--- src/rtl/timer_arbiter_pkg.sv ---
// Shared types for the timer arbiter.
// FSM state encoding and default sizing.
package timer_arbiter_pkg;

  localparam int DEFAULT_NUM_REQ      = 4;
  localparam int DEFAULT_NUM_CNT_BITS = 4;

  typedef enum logic [1:0] {
    IDLE  = 2'd0,
    LOAD  = 2'd1,
    COUNT = 2'd2,
    DONE  = 2'd3
  } state_e;

endpackage

--- src/rtl/flex_counter.sv ---
// Clearable up-counter with programmable rollover and registered flag.
// Ports: clk, n_rst, clear, count_enable, rollover_val -> count_out, rollover_flag.
module flex_counter #(
  parameter int NUM_CNT_BITS = 4
) (
  input  logic                    clk,
  input  logic                    n_rst,
  input  logic                    clear,
  input  logic                    count_enable,
  input  logic [NUM_CNT_BITS-1:0] rollover_val,
  output logic [NUM_CNT_BITS-1:0] count_out,
  output logic                    rollover_flag
);

  logic [NUM_CNT_BITS-1:0] cnt_d;
  logic                    flag_d;

  always_comb begin
    cnt_d = count_out;
    if (clear) begin
      cnt_d = '0;
    end else if (count_enable) begin
      if (count_out == rollover_val) begin
        cnt_d = NUM_CNT_BITS'(1);
      end else begin
        cnt_d = count_out + NUM_CNT_BITS'(1);
      end
    end
    // Flag tracks the value the counter is about to hold.
    flag_d = !clear && (cnt_d == rollover_val);
  end

  always_ff @(posedge clk or negedge n_rst) begin
    if (!n_rst) begin
      count_out     <= '0;
      rollover_flag <= 1'b0;
    end else begin
      count_out     <= cnt_d;
      rollover_flag <= flag_d;
    end
  end

endmodule

--- src/rtl/timer_arbiter.sv ---
// Round-robin sharing of one flex_counter among NUM_REQ requesters.
// Ports: clk, n_rst, req, delay_val -> grant (one-hot), done (pulse), busy.
module timer_arbiter
  import timer_arbiter_pkg::*;
#(
  parameter int NUM_REQ      = DEFAULT_NUM_REQ,
  parameter int NUM_CNT_BITS = DEFAULT_NUM_CNT_BITS
) (
  input  logic                            clk,
  input  logic                            n_rst,
  input  logic [NUM_REQ-1:0]              req,
  input  logic [NUM_REQ*NUM_CNT_BITS-1:0] delay_val,
  output logic [NUM_REQ-1:0]              grant,
  output logic [NUM_REQ-1:0]              done,
  output logic                            busy
);

  localparam int PW = (NUM_REQ > 1) ? $clog2(NUM_REQ) : 1;

  typedef logic [PW-1:0]           idx_t;
  typedef logic [NUM_CNT_BITS-1:0] cnt_t;

  state_e             state_q, state_d;
  logic [NUM_REQ-1:0] grant_q, grant_d;
  logic [NUM_REQ-1:0] done_q, done_d;
  idx_t               ptr_q, ptr_d;
  idx_t               gidx_q, gidx_d;
  cnt_t               delay_q, delay_d;

  logic cnt_clear;
  logic cnt_en;
  logic cnt_flag;
  cnt_t count_out;
  cnt_t dly [NUM_REQ];
  idx_t win;

  // First set bit at or above p, wrapping past the top index.
  function automatic idx_t rr_pick(
    input logic [NUM_REQ-1:0] r,
    input idx_t               p
  );
    idx_t w;
    logic hit;
    int   j;
    w   = p;
    hit = 1'b0;
    for (int k = 0; k < NUM_REQ; k++) begin
      j = int'(p) + k;
      if (j >= NUM_REQ) j = j - NUM_REQ;
      if (!hit && r[idx_t'(j)]) begin
        hit = 1'b1;
        w   = idx_t'(j);
      end
    end
    return w;
  endfunction

  always_comb begin
    for (int i = 0; i < NUM_REQ; i++) begin
      dly[i] = delay_val[i*NUM_CNT_BITS +: NUM_CNT_BITS];
    end
  end

  assign win = rr_pick(req, ptr_q);

  always_comb begin
    state_d   = state_q;
    grant_d   = grant_q;
    done_d    = '0;
    ptr_d     = ptr_q;
    gidx_d    = gidx_q;
    delay_d   = delay_q;
    cnt_clear = 1'b0;
    cnt_en    = 1'b0;
    unique case (state_q)
      IDLE: begin
        if (|req) begin
          state_d = LOAD;
          gidx_d  = win;
          grant_d = {{(NUM_REQ-1){1'b0}}, 1'b1} << win;
          // A zero delay would never raise the flag; treat it as one.
          delay_d = (dly[win] == '0) ? cnt_t'(1) : dly[win];
        end
      end
      LOAD: begin
        cnt_clear = 1'b1;
        state_d   = COUNT;
      end
      COUNT: begin
        // Freeze at the rollover value instead of wrapping.
        cnt_en = !cnt_flag;
        if (cnt_flag) begin
          state_d = DONE;
          done_d  = grant_q;
        end
      end
      DONE: begin
        state_d = IDLE;
        grant_d = '0;
        if (gidx_q == idx_t'(NUM_REQ-1)) begin
          ptr_d = '0;
        end else begin
          ptr_d = gidx_q + idx_t'(1);
        end
      end
      default: begin
        state_d = IDLE;
        grant_d = '0;
      end
    endcase
  end

  always_ff @(posedge clk or negedge n_rst) begin
    if (!n_rst) begin
      state_q <= IDLE;
      grant_q <= '0;
      done_q  <= '0;
      ptr_q   <= '0;
      gidx_q  <= '0;
      delay_q <= '0;
    end else begin
      state_q <= state_d;
      grant_q <= grant_d;
      done_q  <= done_d;
      ptr_q   <= ptr_d;
      gidx_q  <= gidx_d;
      delay_q <= delay_d;
    end
  end

  flex_counter #(
    .NUM_CNT_BITS(NUM_CNT_BITS)
  ) u_cnt (
    .clk          (clk),
    .n_rst        (n_rst),
    .clear        (cnt_clear),
    .count_enable (cnt_en),
    .rollover_val (delay_q),
    .count_out    (count_out),
    .rollover_flag(cnt_flag)
  );

  // Count value is kept for debug visibility only.
  logic unused_cnt;
  assign unused_cnt = ^count_out;

  assign grant = grant_q;
  assign done  = done_q;
  assign busy  = (state_q != IDLE);

endmodule
--- config.mk ---
export PLATFORM = sky130hd
export DESIGN_NAME = timer_arbiter
export DESIGN_NICKNAME = d
export VERILOG_FILES = /design/src/rtl/timer_arbiter_pkg.sv /design/src/rtl/flex_counter.sv /design/src/rtl/timer_arbiter.sv
export SDC_FILE = /design/constraint.sdc
export NUM_CORES = 1
export LEC_CHECK = 0
export ABC_AREA = 1
export CAP_MARGIN = 20
export CORE_MARGIN = 1.5
export CORE_UTILIZATION = 39
export DETAILED_ROUTE_END_ITERATION = 8
export GPL_TIMING_DRIVEN = 0
export HOLD_SLACK_MARGIN = 0.06
export PLACE_DENSITY_LB_ADDON = 0.2
export SLEW_MARGIN = 30
export SYNTH_ARGS = -nofsm -noshare
export SYNTH_HDL_FRONTEND = slang
export SYNTH_SLANG_ARGS = --single-unit
--- constraint.sdc ---
create_clock -name clk -period 5 [get_ports clk]
set_input_delay 1 -clock clk [delete_from_list [all_inputs] [get_ports clk]]
set_output_delay 1 -clock clk [all_outputs]
set_load 0.1 [all_outputs]
==> results of run 1 <==
-- worst paths after layout --
kind / start / to / depth (start not counted)
max: state_q[0] / busy / 4
min: gidx_q[1] / gidx_q[1] / 2
max reg2reg: state_q[0] / u_cnt.rollover_flag / 11
min reg2reg: gidx_q[1] / gidx_q[1] / 2
max in group asynchronous: n_rst / state_q[1] / 1
min in group asynchronous: n_rst / done[2] / 1
-- cell families (layout without fill, tap and decap cells) --
family | Yosys count | after routing | synth area share (%)
AO/OA/AOI/OAI | 19 | 19 | 6.92
XOR/XNOR | 8 | 8 | 4.21
adder cells (fa/ha/maj) | 7 | 7 | 5.27
buffers and inverters | 32 | 66 | 9.63
flip-flops | 23 | 23 | 34.6
AND/OR/NAND/NOR | 141 | 141 | 39.4
-- stage by stage --
| step | hold slack, ns | worst slack, ns |
|---|---|---|
| after floorplan | 0.457 | 2.74 |
| after global placement | 0.480 | 2.01 |
| after detailed placement | 0.482 | 2.00 |
| after CTS | 0.501 | 1.77 |
| after global routing | 0.531 | 1.70 |
| final | 0.497 | 1.79 |
-- per-layer routing --
metal / share of wire, % / vias up
li1: - / 791
met1: 51 / 652
met2: 45 / 32
met3: 3.1 / 5
met4: 1.3 / 0
met5: 0 / -
-- cell type report --
class                   count  area [sq um]
flip-flops and latches     23           576
plain buffers               5          56.3
repair buffers             30           295
fillers                   405          1990
inverters                  27           104
clock buffers               4          45.0
multi-input cells         175           927
well taps                  50          62.6
-- registers in the layout, summed over array words and instances, names as in the netlist --
| signal | cells |
|---|---|
| delay_q | 4 |
| u_cnt.count_out | 4 |
| ptr_q | 2 |
| state_q | 2 |
| grant | 4 |
| u_cnt.rollover_flag | 1 |
| gidx_q | 2 |
| done | 4 |
-- power by group through the flow --
stage	Sequential [mW]	Clock [mW]	Combinational [mW]
2_1_floorplan	0.366	0	0.789
3_3_place_gp	0.313	0	1.03
3_5_place_dp	0.314	0	1.04
4_1_cts	0.311	0.119	1.05
5_1_grt	0.319	0.124	1.19
6_report	0.311	0.116	1.03
-- synthesized netlist by cell type, drive strengths merged --
library cell / number / share of area, %
nand2: 99 / 26
inv: 27 / 6.2
dfrtp: 23 / 35
nand3: 21 / 7.4
nor2: 18 / 5.1
ha: 7 / 5.3
o21ai: 7 / 2.1
xor2: 6 / 3.2
buf: 5 / 3.4
a21oi: 4 / 1.2
o22ai: 2 / 0.75
o32ai: 2 / 1.1
xnor2: 2 / 1.1
a31o: 1 / 0.53
a31oi: 1 / 0.38
nand4: 1 / 0.38
nor3: 1 / 0.30
nor4: 1 / 0.38
o211ai: 1 / 0.45
o31ai: 1 / 0.45
-- cell usage in the layout, fill, tap and decap left out, types with 3 or more instances in the layout --
cell and instances:
a21oi_1 4, buf_6 5, clkbuf_8 3, clkdlybuf4s50_1 29, dfrtp_1 23, ha_1 7
inv_1 24, nand2_1 88, nand2_2 5, nand2_4 6, nand3_1 19, nor2_1 15
o21ai_0 7, xor2_1 6
-- worst max-delay path: cells and delay by family (launching register included) --
family / cells / cell delay, ns
adder cells (fa/ha/maj): 1 / 0.22
flip-flops: 1 / 0.41
buffers and inverters: 3 / 1.31
==> results.cfg, run 1 <==
[run_status]
status = complete, no violations

[synth]
synth_area_sq_um = 1660
syn-num-nets = 259
yosysSeqAreaShare_pct = 34.6
syn-mean-instance-area_sq_um = 7.23
synthCells = 230
ys_seq_elements = 23
synth.distinct_cells = 28
yosysWarnings = 0

[worst_setup_path]
cp-end-kind = output port
worstPathMaxFanout = 4
required_ns = 4.00
crit_type = reg -> out
reg2reg_slack_ns = 2.97
cpMaxStageDelayCell = clkdlybuf4s50_1
cp-start-kind = flop
cpMostUsedCell = inv_1
crit_chain = inv_1 -> ha_1 -> inv_1 -> clkdlybuf4s50_1
critPathArrivalTime_ns = 2.21
max_stage_delay_ns = 1.13

[global_route]
antenna_found_initial = 0
grt_pass1_wl_microns = 5900
globalRouteMet2Util_pct = 26.0
grtUsageMet1_pct = 22.9
track_usage_pct = 16.3
grt_max_degree = 24
gr-total-overflow = 0
top_usage_layer = met2
grt_util_met3_pct = 1.97
grt_pass1_vias = 1384

[flow_run]
maxCapViolCount = 0

[clock_tree]
cts_hold_buf = 0
ctsResizeCount = 0
cts_tree = built
clkSinkCount = 23
cts_inserted_buffers = 3
post-cts-setup-buffer-count = 0
htree_levels = 1
clk_pin_slew_ns = 0.08
cts_root_buf = clkbuf_8
clk_latency_ns = 0.26
cts.path.max_buffers = 2

[power]
powerDensity_nw_per_um2 = 707
power.share.clock_pct = 7.9
power.share.switching_pct = 53.8
ir_drop_uv = 412
p_sw_mw = 0.785
power.leakage_nw = 1.05
p_int_mw = 0.675
seqPwrFrac_pct = 21.3
comb_power_share_pct = 70.8
power_mw = 1.46

[timing]
tns_ns = 0
timing.slew.headroom_pct = 35.6
fmax_mhz = 311
fin_crit_sh_pct = 64.2
period_needed_ns = 3.21
final_hold_viol_count = 0
rsz0062_at_grt = no
report.final.slew_viol_count = 0
finalClockSkew_ns = 0.00181
setup_viol = 0
worstMarginPinSlew_ns = 0.963

[detailed_routing]
drt_iter0_markers = 66
wirelength_microns = 3220
firstDrtPassIters = 4
drc = 0
ant_nets = 0
wire_per_inst_microns = 10.3
num_vias = 1480
via_per_inst = 4.71

[final_layout]
post-route-util_pct = 50.9
finalInstanceArea_sq_um = 2070
drive_above_1_share_pct = 11.0
diodes = 0
areaGrowthSynthToFinish_pct = 24.2
nets = 294
final_cells = 314

[floorplan]
core_sq_um = 4060
rows = 23
io_pins = 31
start_util_pct = 41.0
fp.dieH_microns = 68.3
die_w_microns = 68.3
design.die.area_sq_um = 4660

[placed_design]
port_buffers = 30
hpwlAfterDp_microns = 2520
place_area_sq_um = 2020
gp_congestion = 0.789
dp.cells = 310

[min_path]
min_path_type = reg -> reg
No activity file was read; power rests on OpenSTA's default activity.
==> inputs of run 2 (changes only) <==
==> constraint.sdc (replaced) <==
create_clock -name clk -period 3.1 [get_ports clk]
set_input_delay 0.62 -clock clk [delete_from_list [all_inputs] [get_ports clk]]
set_output_delay 0.62 -clock clk [all_outputs]
set_load 0.1 [all_outputs]
==> results of run 2 <==
The final DEF is identical to that of run 1. Status: complete, no violations.
Among the figures that moved: setup slack after placement 2.00 ns -> 0.480 ns; setup slack after layout 1.79 ns -> 0.270 ns; hold slack 0.497 ns -> 0.318 ns; register-to-register setup slack 2.97 ns -> 1.07 ns; total power 1.46 mW -> 2.35 mW; worst IR drop on VDD 412 uV -> 664 uV
==> inputs of run 3 (changes only) <==
--- a/config.mk
+++ b/config.mk
@@ -8,11 +8,13 @@
 export ABC_AREA = 1
 export CAP_MARGIN = 20
 export CORE_MARGIN = 1.5
-export CORE_UTILIZATION = 39
+export CORE_UTILIZATION = 52
 export DETAILED_ROUTE_END_ITERATION = 8
 export GPL_TIMING_DRIVEN = 0
 export HOLD_SLACK_MARGIN = 0.06
 export PLACE_DENSITY_LB_ADDON = 0.2
+export SETUP_SLACK_MARGIN = 0.05
+export SKIP_CTS_REPAIR_TIMING = 1
 export SLEW_MARGIN = 30
 export SYNTH_ARGS = -nofsm -noshare
 export SYNTH_HDL_FRONTEND = slang
==> run 3 against run 2 <==
Effect of this change: final area down 1.2%; first-iteration DRC count is 3.0% lower; clock skew rose by 0.0038 ns; hold slack worse by 0.064 ns; sequential power hardly changed; critical path depth stayed put; critical path type unchanged; largest power group unchanged; highest routed layer unchanged.
==> results.cfg, run 3 (synthesis results as in run 1) <==
[placed_design]
post-place-ws_ns = 0.495
gp_congestion = 0.879
hpwlAfterDp_microns = 2530
port_buffers = 30

[global_route]
antenna_found_initial = 0
gr-total-overflow = 0
track_usage_pct = 20.3
grt_max_degree = 24
grt_pass1_wl_microns = 5550
grt_pass1_vias = 1317

[power]
powerDensity_nw_per_um2 = 1130
p_sw_mw = 1.25
power.share.clock_pct = 5.9
p_int_mw = 1.05
ir_drop_uv = 663
power.share.switching_pct = 54.5
seqPwrFrac_pct = 21.8
power.leakage_nw = 1.05
power_mw = 2.30
comb_power_share_pct = 72.3

[floorplan]
start_util_pct = 54.5
core_sq_um = 3050
design.die.area_sq_um = 3550
fp.dieH_microns = 59.6
die_w_microns = 59.6
rows = 20
io_pins = 31

[worst_setup_path]
r2r_start = ptr_q[1]
worstPathMaxFanout = 4
r2r_cells = 17
cp-end-kind = output port
cp-start-kind = flop
r2r_end = delay_q[0]
crit_type = reg -> out
critPathArrivalTime_ns = 2.28
reg2reg_slack_ns = 1.07
required_ns = 2.48

[detailed_routing]
via_per_inst = 4.78
wirelength_microns = 3170
firstDrtPassIters = 4
drc = 0
wire_per_inst_microns = 10.3
num_vias = 1471
drt_iter0_markers = 64
ant_nets = 0

[flow_run]
maxCapViolCount = 0

[timing]
fin_crit_sh_pct = 93.4
rsz0062_at_grt = no
tns_ns = 0
worstMarginPinSlew_ns = 0.981
fin_hold_ws_ns = 0.253
period_needed_ns = 2.90
timing.slew.headroom_pct = 34.4
fmax_mhz = 345
setup_viol = 0
setup_ws_ns = 0.203
final_hold_viol_count = 0
finalClockSkew_ns = 0.00565
report.final.slew_viol_count = 0

[clock_tree]
cts_root_buf = clkbuf_4
cts.path.max_buffers = 2
cts_tree = built
clkSinkCount = 23
clk_pin_slew_ns = 0.13
htree_levels = 1
cts_inserted_buffers = 3
clk_latency_ns = 0.30

[final_layout]
areaGrowthSynthToFinish_pct = 22.7
final_cell_mix = nand2_1, clkdlybuf4s50_1, inv_1
layout_commonest_cell = nand2_1
post-route-util_pct = 66.8
diodes = 0
nets = 294
drive_above_1_share_pct = 11.4

[min_path]
min_path_type = in -> async

[run_status]
status = complete, no violations
==> run 3: cell type report <==
class                   count  area, sq um
fillers                   281         1010
clock buffers               3         22.5
flip-flops and latches     23          576
well taps                  44         55.1
clock inverters             1         5.00
repair buffers             30          295
plain buffers               5         56.3
inverters                  27          104
multi-input cells         175          927
==> run 3: stage by stage <==
step | std cells | area [sq um]
3_3_place_gp | 304 | 2020
5_1_grt | 308 | 2040
6_report | 308 | 2040
2_1_floorplan | 230 | 1660
4_1_cts | 308 | 2040
3_5_place_dp | 304 | 2010
==> run 3: metal layers <==
layer  global-route usage, %  wire length, microns
met1                    29.3                  1540
met2                    31.9                  1410
met3                    3.06                   181
met4                    5.08                    38
met5                       0                     0
==> run 3: worst max path at each step <==
| stage | from | slack (ns) | endpoint |
|---|---|---|---|
| finish | state_q[0] | 0.20 | busy |
| global route | state_q[0] | 0.1 | busy |
| CTS | state_q[0] | 0.20 | busy |
| detailed placement | req[1] | 0.50 | delay_q[0] |
| global placement | req[1] | 0.51 | delay_q[3] |
| floorplan | state_q[0] | 0.95 | grant[2] |
==> run 3: worst max-delay path, stage by stage, from the launching register on <==
cell,delay (ns)
dfrtp_1,0.43
inv_1,0.10
ha_1,0.23
inv_1,0.09
clkdlybuf4s50_1,1.13
==> run 3: power by group through the flow <==
| stage | sequential, mW | combinational [mW] | clock, mW |
|---|---|---|---|
| CTS | 0.500 | 1.67 | 0.137 |
| floorplan | 0.590 | 1.27 | 0 |
| global placement | 0.506 | 1.64 | 0 |
| detailed placement | 0.506 | 1.67 | 0 |
| finish | 0.501 | 1.66 | 0.135 |
| global route | 0.519 | 1.87 | 0.147 |
